===== src/rtl/fwd_hazard_unit.sv =====
// fwd_hazard_unit: shadow-pipeline operand forwarding selects, load-use stall and stall counter
module fwd_hazard_unit #(
  parameter int ADDR_W   = 3,
  parameter int DEPTH    = 3,
  parameter int SEL_W    = $clog2(DEPTH),
  parameter int ZERO_REG = 1,
  parameter int CNT_W    = 16
) (
  input  logic              clk,
  input  logic              rst,
  input  logic              id_valid,
  input  logic [ADDR_W-1:0] id_rs1,
  input  logic [ADDR_W-1:0] id_rs2,
  input  logic              id_rs1_used,
  input  logic              id_rs2_used,
  input  logic [ADDR_W-1:0] id_rd,
  input  logic              id_regwrite,
  input  logic              id_is_load,
  input  logic              hold,
  input  logic              flush,
  output logic [SEL_W-1:0]  fwd_a,
  output logic [SEL_W-1:0]  fwd_b,
  output logic              stall,
  output logic [CNT_W-1:0]  stall_count
);
  logic [DEPTH-1:0]  v, wr;
  logic [ADDR_W-1:0] rd [DEPTH];
  // source and load fields are only ever consulted in s[0]; older slots keep just the producer info
  logic              ld0, u1, u2;
  logic [ADDR_W-1:0] r1, r2;
  logic              take;
  assign stall = id_valid && !flush && v[0] && ld0 && wr[0]
              && ((id_rs1_used && id_rs1 == rd[0]) || (id_rs2_used && id_rs2 == rd[0]))
              && !(ZERO_REG != 0 && rd[0] == '0);
  assign take = !flush && !stall;
  // scan oldest to youngest so the youngest matching producer overrides
  always_comb begin
    fwd_a = '0;
    fwd_b = '0;
    for (int k = DEPTH-1; k >= 1; k--) begin
      if (v[k] && wr[k] && v[0] && (ZERO_REG == 0 || rd[k] != '0)) begin
        if (u1 && rd[k] == r1) fwd_a = SEL_W'(k);
        if (u2 && rd[k] == r2) fwd_b = SEL_W'(k);
      end
    end
  end
  always_ff @(posedge clk) begin
    if (rst) begin
      v           <= '0;
      wr          <= '0;
      ld0         <= 1'b0;
      u1          <= 1'b0;
      u2          <= 1'b0;
      r1          <= '0;
      r2          <= '0;
      stall_count <= '0;
      for (int k = 0; k < DEPTH; k++) rd[k] <= '0;
    end else begin
      if (stall && !hold && stall_count != '1) stall_count <= stall_count + 1'b1;
      if (!hold) begin
        for (int k = 1; k < DEPTH; k++) begin
          v[k]  <= v[k-1];
          wr[k] <= wr[k-1];
          rd[k] <= rd[k-1];
        end
        v[0]  <= take && id_valid;
        wr[0] <= take && id_regwrite;
        ld0   <= take && id_is_load;
        u1    <= take && id_rs1_used;
        u2    <= take && id_rs2_used;
        rd[0] <= take ? id_rd : '0;
        r1    <= take ? id_rs1 : '0;
        r2    <= take ? id_rs2 : '0;
      end
    end
  end
endmodule

===== config.mk =====
export PLATFORM = sky130hd
export DESIGN_NAME = fwd_hazard_unit
export DESIGN_NICKNAME = d
export VERILOG_FILES = /design/src/rtl/fwd_hazard_unit.sv
export SDC_FILE = /design/constraint.sdc
export NUM_CORES = 1
export LEC_CHECK = 0
export ABC_AREA = 1
export CAP_MARGIN = 10
export CORE_MARGIN = 10
export CORE_UTILIZATION = 53
export CTS_CLUSTER_SIZE = 20
export DETAILED_ROUTE_END_ITERATION = 10
export GPL_TIMING_DRIVEN = 0
export PLACE_DENSITY = 0.83
export SETUP_SLACK_MARGIN = 0.2
export SLEW_MARGIN = 25
export SYNTH_ARGS = -nofsm -noshare
export SYNTH_HDL_FRONTEND = slang
export SYNTH_SLANG_ARGS = --single-unit

===== constraint.sdc =====
create_clock -name clk -period 1.8 [get_ports clk]
set_input_delay 0.18 -clock clk [delete_from_list [all_inputs] [get_ports clk]]
set_output_delay 0.18 -clock clk [all_outputs]
set_load 0.02 [all_outputs]

==> reports/qor.yml <==
ios: 39
timing.fmax_mhz: 563.2
ys_ff_latch: 40
initial_antenna_violation_count: 0
mostFrequentLayoutCells: "sky130_fd_sc_hd__nand2_1 (74), sky130_fd_sc_hd__nor2_1 (45), sky130_fd_sc_hd__inv_1 (36), sky130_fd_sc_hd__clkdlybuf4s50_1 (27), sky130_fd_sc_hd__dfxtp_1 (25)"
share_of_cells_above_drive_strength_1_pct: 24.74
core-area_sq_um: 4029
busiest_layer: "met2"
detailed_place_hpwl_um: 4071
post-place-cells: 402
via_count: 2335
cts.root.buffer_cell: "sky130_fd_sc_hd__clkbuf_8"
grt_pass1_wl_um: 9722
yosys_warnings: 0
tritoncts.num_buffers: 5
cts_buffer_depth: 2
total_leakage_power_uw: 0.001465
max_slew_margin_pct: 73.63
grt.overflow.total: 0
critPathLaunchType: "flop"
hold_violations: 0
tritoncts: "done"
holdBufCountCts: 0
cts.htree.levels: 2
timing.critical_path.arrival_ns: 1.60
post_layout_utilization_of_the_core_pct: 79.63
setup.worst_path.class: "flop to primary output"
timing.final.max_slew_violations: 0
layout.cells.most_common: "sky130_fd_sc_hd__nand2_1"
io_buffers: 38
power.density_cell_area_nw_per_um2: 599.5
diodes: 0
tightest_slew_ns: 0.3914
clock-skew-final_ns: 0.01314
finalWeightedCongestion: 0.8537
critical_path_peak_fanout: 2
die_width_um: 84.97
seq_area_frac_synth_pct: 39.82
finalWirelength_um: 6909
layout.cell_area.non_filler_sq_um: 3208
insertion_delay_ns: 0.30
grt_max_degree: 18
critPathCaptureType: "primary output"
postPlaceCellArea_sq_um: 2691
avgViaCountPerCell: 5.430
grt_util_met3_pct: 4.971
final.min_clock_period_ns: 1.776
synth_cell_type_count: 27
dr.pass1.iters: 5
min_period_over_period_pct: 98.64
floorplan.die_area_sq_um: 7220
rows: 23
clock_sinks: 40
layout.cells.non_filler: 430
cap_violations: 0
synthesized_area_divided_by_synthesized_cell_count_sq_um: 7.125
start_util_pct: 55.53
cts_clock_pin_slew_for_the_worst_setup_and_hold_paths_ns: 0.09
status: "finished, final reports clean"
dieHeight_um: 84.97
track_usage_pct: 15.86
synth_fp_nets: 333
gr-usage-met1_pct: 18.67
fin_total_pwr_uw: 1923
grt_setup_unrepaired: "yes"
grt_pass1_vias: 2128
num-nets-final: 398
required_ns: 1.62
worst_hold_path_type: "input pin to flop"
synth.cell_area_sq_um: 2237
drcViolationCount: 0
wl_cell_um: 16.07
max-vdd-ir-drop_uv: 481.2
timing.reg2reg.setup_slack_ns: 0.12
route.antenna.remaining_nets: 0
drt_first_iter_violations: 225
fillCellCount: 252
layout-area-overhead-vs-synth_pct: 43.40
finalSetupViolations: 0
use_met2_pct: 26.91
synthesized_netlist_cell_count: 314
[synthesized netlist by cell type (all sizes together)]
master	count	share of area [%]
nand2	93	18
xnor2	9	3.5
dfxtp	31	28
nor3	3	0.67
edfxtp	9	12
nand3	14	3.1
a21oi	4	1.1
nor2	63	12
xor2	8	3.1
inv	43	7.2
o21ai	8	1.8
o21bai	8	2.7
clkinv	2	0.34
ha	1	0.56
o22ai	7	2.0
buf	1	0.67
nand4	7	2.0
nor4	2	0.56
clkbuf	1	0.62
[timing repair]
item	in CTS	in global routing
setup buffers	9	9
pin swaps	5	29
cloned	0	2
gates resized for setup	39	61
endpoints found under the setup margin	42	38
[per-stage QoR]
step	hold slack [ns]	TNS [ns]	worst slack (ns)
after floorplan	0.2516	0	0.1913
after global placement	0.4428	-9.936	-0.5866
after detailed placement	0.4485	-12.30	-0.7017
after CTS	0.4333	0	0.08809
after global routing	0.4622	-0.04366	-0.03678
final	0.4196	0	0.02449
[layer usage]
| layer | wire (um) | share of wire (%) | vias to the layer above |
|---|---|---|---|
| li1 | - | - | 1115 |
| met3 | 574 | 8.3 | 27 |
| met1 | 2680 | 39 | 1079 |
| met4 | 209 | 3.0 | 0 |
| met5 | 0 | 0 | - |
| met2 | 3444 | 50 | 114 |
[cells by family (layout without fill, tap and decap cells)]
family                   Yosys count  count (layout)  synth area share [%]
XOR/XNOR                          17              17                 6.656
adder cells (fa/ha/maj)            1               1                0.5592
buffers and inverters             47             112                 8.836
AND/OR/NAND/NOR                  182             183                 36.63
AO/OA/AOI/OAI                     27              27                 7.494
flip-flops                        40              40                 39.82
[path summary, 6_finish.rpt]
| kind | from | to | cells past startpoint |
|---|---|---|---|
| min | id_is_load | ld0 | 3 |
| max | rd[0][4] | fwd_a[1] | 5 |
| min reg2reg | ld0 | ld0 | 2 |
| max reg2reg | stall_count[0] | stall_count[12] | 11 |
[state kept, by name, summed over array words and instances (netlist names)]
| register | cells |
|---|---|
| r2 | 3 |
| stall_count | 16 |
| u1 | 1 |
| ld0 | 1 |
| wr | 3 |
| r1 | 3 |
| u2 | 1 |
| rd | 9 |
| v | 3 |
[cell type report]
type	count	area [sq um]	share of cell area, %
clock inverter	2	35.03	1.092
buffer	2	28.78	0.8970
tap	50	62.56	1.950
timing repair buffer	57	580.6	18.10
sequential	40	903.4	28.16
clock buffer	6	72.57	2.262
multi-input combinational	228	1351	42.12
inverter	45	173.9	5.421
[where the power goes]
| group | internal [uW] | switching, uW |
|---|---|---|
| logic | 97.0 | 125 |
| registers | 938 | 23.9 |
| clock network | 412 | 327 |
[critical path: stages (launching register included)]
cell and delay, ns:
sky130_fd_sc_hd__edfxtp_1 0.43, sky130_fd_sc_hd__buf_6 0.15, sky130_fd_sc_hd__xor2_2 0.14, sky130_fd_sc_hd__nor4_2 0.33
sky130_fd_sc_hd__nor2_1 0.07, sky130_fd_sc_hd__buf_4 0.16
Power figures use the tool's default switching activity.
